## src/rtl/ddr_rst_seq.sv

```systemverilog
`timescale 1ns/1ps
// DDR reset sequencer: staged release of PHY, controller and user resets,
// gated on stable PLL lock, with init timeout, bounded retry and abort.
module ddr_rst_seq #(
    parameter int HOLD_CYCLES  = 16,
    parameter int LOCK_STABLE  = 64,
    parameter int STAGE_GAP    = 8,
    parameter int INIT_TIMEOUT = 4096,
    parameter int MAX_RETRY    = 3,
    parameter int CNT_W        = 16
) (
    input  logic       clk,
    input  logic       rst_n,
    input  logic       pll_lock,
    input  logic       init_done,
    input  logic       soft_rst_req,
    output logic       phy_rst_n,
    output logic       ctrl_rst_n,
    output logic       user_rst_n,
    output logic       seq_busy,
    output logic       init_err,
    output logic [3:0] retry_cnt
);

    typedef enum logic [2:0] {
        S_HOLD,
        S_WAIT_LOCK,
        S_GAP,
        S_WAIT_INIT,
        S_RUN,
        S_FAIL
    } state_t;

    localparam logic [CNT_W-1:0] HOLD_LAST = CNT_W'(HOLD_CYCLES - 1);
    localparam logic [CNT_W-1:0] LOCK_LAST = CNT_W'(LOCK_STABLE - 1);
    localparam logic [CNT_W-1:0] GAP_LAST  = CNT_W'(STAGE_GAP - 1);
    localparam logic [CNT_W-1:0] TO_LAST   = CNT_W'(INIT_TIMEOUT - 1);
    localparam logic [3:0]       RETRY_MAX = 4'(MAX_RETRY);

    state_t           state;
    logic [CNT_W-1:0] cnt;
    logic             lock_m;
    logic             lock_s;
    logic             init_m;
    logic             init_s;
    logic [3:0]       retry_nxt;

    assign retry_nxt = retry_cnt + 4'd1;

    always_ff @(posedge clk or negedge rst_n) begin
        if (!rst_n) begin
            lock_m <= 1'b0;
            lock_s <= 1'b0;
            init_m <= 1'b0;
            init_s <= 1'b0;
        end else begin
            lock_m <= pll_lock;
            lock_s <= lock_m;
            init_m <= init_done;
            init_s <= init_m;
        end
    end

    always_ff @(posedge clk or negedge rst_n) begin
        if (!rst_n) begin
            state      <= S_HOLD;
            cnt        <= '0;
            phy_rst_n  <= 1'b0;
            ctrl_rst_n <= 1'b0;
            user_rst_n <= 1'b0;
            seq_busy   <= 1'b1;
            init_err   <= 1'b0;
            retry_cnt  <= 4'd0;
        end else if (soft_rst_req) begin
            state      <= S_HOLD;
            cnt        <= '0;
            phy_rst_n  <= 1'b0;
            ctrl_rst_n <= 1'b0;
            user_rst_n <= 1'b0;
            seq_busy   <= 1'b1;
            init_err   <= 1'b0;
            retry_cnt  <= 4'd0;
        end else begin
            unique case (state)
                S_HOLD: begin
                    if (cnt == HOLD_LAST) begin
                        state <= S_WAIT_LOCK;
                        cnt   <= '0;
                    end else begin
                        cnt <= cnt + 1'b1;
                    end
                end
                // any low sample restarts the stability window
                S_WAIT_LOCK: begin
                    if (!lock_s) begin
                        cnt <= '0;
                    end else if (cnt == LOCK_LAST) begin
                        state     <= S_GAP;
                        cnt       <= '0;
                        phy_rst_n <= 1'b1;
                    end else begin
                        cnt <= cnt + 1'b1;
                    end
                end
                S_GAP: begin
                    if (!lock_s) begin
                        state      <= S_HOLD;
                        cnt        <= '0;
                        phy_rst_n  <= 1'b0;
                        ctrl_rst_n <= 1'b0;
                        user_rst_n <= 1'b0;
                        seq_busy   <= 1'b1;
                    end else if (cnt == GAP_LAST) begin
                        state      <= S_WAIT_INIT;
                        cnt        <= '0;
                        ctrl_rst_n <= 1'b1;
                    end else begin
                        cnt <= cnt + 1'b1;
                    end
                end
                S_WAIT_INIT: begin
                    if (!lock_s) begin
                        state      <= S_HOLD;
                        cnt        <= '0;
                        phy_rst_n  <= 1'b0;
                        ctrl_rst_n <= 1'b0;
                        user_rst_n <= 1'b0;
                        seq_busy   <= 1'b1;
                    end else if (init_s) begin
                        state      <= S_RUN;
                        cnt        <= '0;
                        user_rst_n <= 1'b1;
                        seq_busy   <= 1'b0;
                        retry_cnt  <= 4'd0;
                    end else if (cnt == TO_LAST) begin
                        state      <= (retry_nxt == RETRY_MAX) ? S_FAIL
                                                               : S_HOLD;
                        cnt        <= '0;
                        phy_rst_n  <= 1'b0;
                        ctrl_rst_n <= 1'b0;
                        user_rst_n <= 1'b0;
                        seq_busy   <= (retry_nxt != RETRY_MAX);
                        init_err   <= 1'b1;
                        retry_cnt  <= retry_nxt;
                    end else begin
                        cnt <= cnt + 1'b1;
                    end
                end
                S_RUN: begin
                    if (!lock_s) begin
                        state      <= S_HOLD;
                        cnt        <= '0;
                        phy_rst_n  <= 1'b0;
                        ctrl_rst_n <= 1'b0;
                        user_rst_n <= 1'b0;
                        seq_busy   <= 1'b1;
                    end
                end
                S_FAIL: begin
                    cnt <= '0;
                end
                default: begin
                    state      <= S_HOLD;
                    cnt        <= '0;
                    phy_rst_n  <= 1'b0;
                    ctrl_rst_n <= 1'b0;
                    user_rst_n <= 1'b0;
                    seq_busy   <= 1'b1;
                end
            endcase
        end
    end

endmodule

```

## config.mk

```make
export PLATFORM = sky130hd
export DESIGN_NAME = ddr_rst_seq
export DESIGN_NICKNAME = d
export VERILOG_FILES = /design/src/rtl/ddr_rst_seq.sv
export SDC_FILE = /design/constraint.sdc
export NUM_CORES = 1
export LEC_CHECK = 0
export ABC_AREA = 1
export CAP_MARGIN = 20
export CORE_MARGIN = 4
export CORE_UTILIZATION = 60
export CTS_BUF_LIST = sky130_fd_sc_hd__clkbuf_16
export DETAILED_ROUTE_END_ITERATION = 7
export DONT_BUFFER_PORTS = 1
export PLACE_DENSITY = 0.74
export SETUP_SLACK_MARGIN = 0.4
export SLEW_MARGIN = 15
export SYNTH_ARGS = -nofsm -noshare
export SYNTH_HDL_FRONTEND = slang
export SYNTH_SLANG_ARGS = --single-unit
```

## constraint.sdc

```tcl
create_clock -name clk -period 1.8 [get_ports clk]
set_input_delay 0.18 -clock clk [delete_from_list [all_inputs] [get_ports clk]]
set_output_delay 0.18 -clock clk [all_outputs]
set_load 0.01 [all_outputs]
```

---- After elaboration in Yosys (flattened, before gate mapping) ----
Cells that the tools add are included.
storage, ports and cells
  bits of input ports ..................... 5
  bits in registers ....................... 32
  word-level logic and storage cells ...... 107
cells by class
  multiplexer cells ....................... 55
  reduce and logical (&&, ||, !) cells .... 14
  equal/unequal tests ..................... 24
  add/subtract/negate cells ............... 2
operators with widths
  operator                                               number
  2-to-1 mux 16 bit                                      10
  case mux 16 bit (5 select lines)                       1
  2-to-1 mux 3 bit                                       11
  2-to-1 mux 1 bit                                       23
  2-to-1 mux 4 bit                                       5
  case mux 3 bit (6 select lines)                        1
  adder 16 x 1 -> 16 bit, second input constant          1
  equality test 16 x 12 -> 1 bit, second input constant  1
  equality test 16 x 3 -> 1 bit, second input constant   1
  equality test 16 x 4 -> 1 bit, second input constant   1
  equality test 16 x 6 -> 1 bit, second input constant   1
  inequality test 3 bit, second input constant           5
  inequality test 4 bit, second input constant           3
  case mux 1 bit (4 select lines)                        2
  AND reduction 7 bit                                    1
  equality test 3 x 2 -> 1 bit, second input constant    2
  equality test 3 bit, second input constant             2
  case mux 1 bit (3 select lines)                        2
  AND reduction 3 bit                                    2
  AND reduction 6 bit                                    1
  nonzero test 2 bit                                     3
  inequality test 5 bit, second input constant           1
  AND reduction 5 bit                                    1
  adder 4 x 1 -> 4 bit, second input constant            1
  other kinds (10)                                       13

---- Logic depth before layout (Yosys ltp) ----
  depth after elaboration ................. 8
  depth in mapped cells ................... 11

---- Least setup slack after synthesis ----
OpenSTA, ideal clock, no wires.
  path kind ............................... reg-to-reg
  start point ............................. register cnt[0]
  end point ............................... register cnt[8]
  slack ................................... 0.235 ns
  buffers on the path ..................... 1
  arrival time ............................ 1.449 ns
  required time ........................... 1.684 ns
  clock period less this slack ............ 1.565 ns
  library setup time ...................... 0.116 ns
  stages on the path, launching flop included .. 10
  path through ............................ dfrtp_1 > ha_1 > nand3_4 > nor2_4 > nand3_2 > nand2_2 > nand4_4 > buf_6 > nand2_1 > nand2_1
on the way
  cells in the longest elaborated chain, start to end .. 6
  elaborated cells on any way between the ends .. 15
  those cells by class .................... add/sub: 1; eq/ne: 4; mux: 10
RTL lines
  item                                                                             line  source
  start, declared                                                                  41    logic [CNT_W-1:0] cnt;
  start signal, assigned                                                           90    cnt <= cnt + 1'b1;
  start signal, assigned                                                           102   cnt <= cnt + 1'b1;
  start signal, assigned                                                           118   cnt <= cnt + 1'b1;
  adder 16 x 1 -> 16 bit / equality test 16 x 12 -> 1 bit (equally long branches)  -
  2-to-1 mux 16 bit                                                                135   end else if (cnt == TO_LAST) begin
  2-to-1 mux 16 bit                                                                129   end else if (init_s) begin
  2-to-1 mux 16 bit                                                                122   if (!lock_s) begin
  case mux 16 bit (5 select lines) (*)                                             84    unique case (state)
  2-to-1 mux 16 bit (*)                                                            74    end else if (soft_rst_req) begin
Every way passes the cells marked *; elsewhere a longest branch is shown, timed or not.
A chain may end at the register's enable or synchronous reset.

---- Final worst setup path ----
  start point ............................. register cnt[1]
  end point ............................... register cnt[4]
The elaborated chain is that of the path after synthesis.

==> metrics.txt <==
asr flop ratio synth=100%; Fin Setup TNS=0 ps; fmax=632 MHz; Tot GR Track Use=27.4%; Final Max Slew Viols=0; Post-synth EDFFs=0; Buffers & Inverters on Critical Path=0; TritonCTS clock tree=built; status=complete, no violations; ANT nets after route=0; wire per inst=14.2 um; PwrDens=955 mW/mm2; count of cell types in the netlist=30; Filler cells=213; Clock Tree Buf Depth=2; share of the synthesized area in the top cell type=37.4%; slowest stage delay, CP=390 ps; Finished Cell Area=0.00271 mm2; family with the most delay on the worst path=simple AND/OR/NAND/NOR gates; Max-slew headroom=78.2%; 1st-iter DRT viols=195; Leak=0.00135 uW; Post-DP Area=0.00218 mm2; root buffer cell=clkbuf_16; Area Overhead vs Synth=30.4%; Crit path required time=1970 ps; Syn Area/Cell=6.83 um2; commonest non-fill, non-tap cell in the layout=nand2_1; routed wire length=5.44 mm; Sw Ratio=33.1%; Setup Crit Path Kind=reg2reg; Via-to-Cell Ratio=5.37; Worst Skew=2.87 ps; Multi-input gate area=0.00130 mm2; routed vias=2058; antenna violations before repair=0; diodes inserted=0; Comb pwr share=29.5%; largest net degree at the start of global routing=33; CP Launch Type=flip-flop; layout cells sized above 1=28.8%; critical path fanouts, max=8; crit end category=flip-flop; Post-synth top flop=dfrtp_1; top post-synthesis cells by area=dfrtp_1 37%, nand2_1 21%, inv_1 7.1%; Pint=1730 uW; Seq. cell area=815 um2; first-pass GRT wire length=8.98 mm; register area share after synthesis=38.6%; Synth Register Bits=32; DRT Pass-1 Iters=4; vias in the first global route=1944; count of warnings emitted by yosys=0; nets=344; RSZ-0062 raised after global routing=true; endpoints failing setup=0; Die Y=66.8 um; Ports=14; Switch Pwr=856 uW; Mapped Area=0.00208 mm2; reg-to-reg slack, setup=220 ps; Rows=21; Fin. Hold Viols=0; core area=0.00334 mm2; clock sinks=32; Synth area leader=dfrtp_1; syn_nets=312; Die Width=66.8 um; part of the cycle the worst path needs=88.0%; measured slew at the worst slew-check pin=324 ps; CP max stage cell=dfrtp_1; crit path DAT=1750 ps; Final min period=1580 ps; Critical Path, Cell by Cell=ha_4, nand3_4, nor2_4, nand3_4, nand2_4, nand4_4, nand2_1, nand2_1; commonest cells after routing, fill and taps aside=97 x nand2_1, 36 x inv_1, 25 x nor2_1; clock network power share=36.9%; port bufs=0; Worst VDD drop=798 uV; DRC=0; max-cap viol count=0; Remaining Overflow, GRT=0; Clock Latency Late Sink=280 ps; HPWL Detailed=3.15 mm; clk slew on worst S/H paths=50 ps; Seq pwr share=33.7%; Gate Count Post-Synth=304; hold crit path type=in2reg; DIE AREA=0.00446 mm2; H-tree depth=2; Starting Density=62.2%; placer congestion estimate=0.935; CTS Buf Count=5
-- kinds of logic (layout without fill, tap and decap cells) --
logic type	after synthesis	in the layout	synth area share [%]
AO/OA/AOI/OAI	24	24	6.03
XOR/XNOR	4	4	1.69
adder cells (fa/ha/maj)	3	3	1.81
flip-flops	32	32	38.6
buffers and inverters	43	75	8.20
AND/OR/NAND/NOR	198	199	43.6
-- cells in the mapped netlist (2+ instances only) --
cell type	instances
nand4_1	3
a21oi_1	7
o22ai_1	2
nand3b_1	2
nor3b_1	2
xor2_1	3
ha_1	3
dfrtp_1	31
inv_1	39
nand2_2	2
o21ai_0	14
nor3_1	7
nand3_1	17
nor2_1	36
nand2_1	117
nand3_2	4
nor2_2	2
-- cell type report --
cell class	instances	area share, %
Multi-Input combinational cell	230	48.0
Tap cell	46	2.13
Timing Repair Buffer	26	7.95
Clock inverter	3	1.43
Inverter	41	5.78
Clock buffer	5	4.62
Sequential cell	32	30.1
-- power by group through the flow --
stage               Combinational, uW  Clock (uW)  Sequential, uW
global placement                  484           0             885
floorplan                         422           0             871
CTS                               653         966             868
detailed placement                488           0             885
finish                            762         953             870
global route                      834         999             877
-- path summary, 6_finish.rpt --
path	startpoint	end	cells after the start
max	cnt[1]	cnt[4]	8
min in group asynchronous	rst_n	cnt[10]	2
min	soft_rst_req	retry_cnt[0]	3
max reg2reg	cnt[1]	cnt[4]	8
max in group asynchronous	rst_n	seq_busy	2
min reg2reg	init_m	init_s	0
-- state kept, by name (all words and copies together) (netlist names) --
| signal | flops |
|---|---|
| cnt | 16 |
| ctrl_rst_n | 1 |
| init_err | 1 |
| init_m | 1 |
| init_s | 1 |
| lock_m | 1 |
| lock_s | 1 |
| phy_rst_n | 1 |
| retry_cnt | 4 |
| seq_busy | 1 |
| state | 3 |
| user_rst_n | 1 |
-- what timing repair did --
action / in CTS / in global routing
gates resized for setup: 24 / 42
hold endpoints to repair: 34 / 0
setup buffers: 12 / 4
pin swaps: 13 / 19
cloned: 1 / 0
endpoints found under the setup margin: 28 / 28
hold buffers: 4 / 0
-- per-stage QoR --
step | total power (uW) | cells | util, % | hold WS [ps] | worst slack [ps]
after CTS | 2490 | 379 | 77.3 | 50.4 | 279
final | 2590 | 383 | 81.1 | 78.4 | 217
after floorplan | 1290 | 304 | - | -116 | 324
after global placement | 1370 | 354 | 65.2 | -115 | 114
after global routing | 2710 | 383 | 81.1 | 101 | 133
after detailed placement | 1370 | 354 | 65.2 | -115 | 97.1
-- routing by layer --
metal	vias up	wire, um	GRT usage (%)
met1	926	2310	35.1
met2	96	2580	43.6
met5	-	0	0
li1	1023	-	-
met4	0	119	10.9
met3	13	431	7.25
-- worst reg2reg max path, stage by stage, from the launching register on --
cell	delay, ps
dfrtp_1	390
ha_4	170
nand3_4	140
nor2_4	180
nand3_4	110
nand2_4	110
nand4_4	200
nand2_1	110
nand2_1	50
No activity file was read; power rests on OpenSTA's default activity.
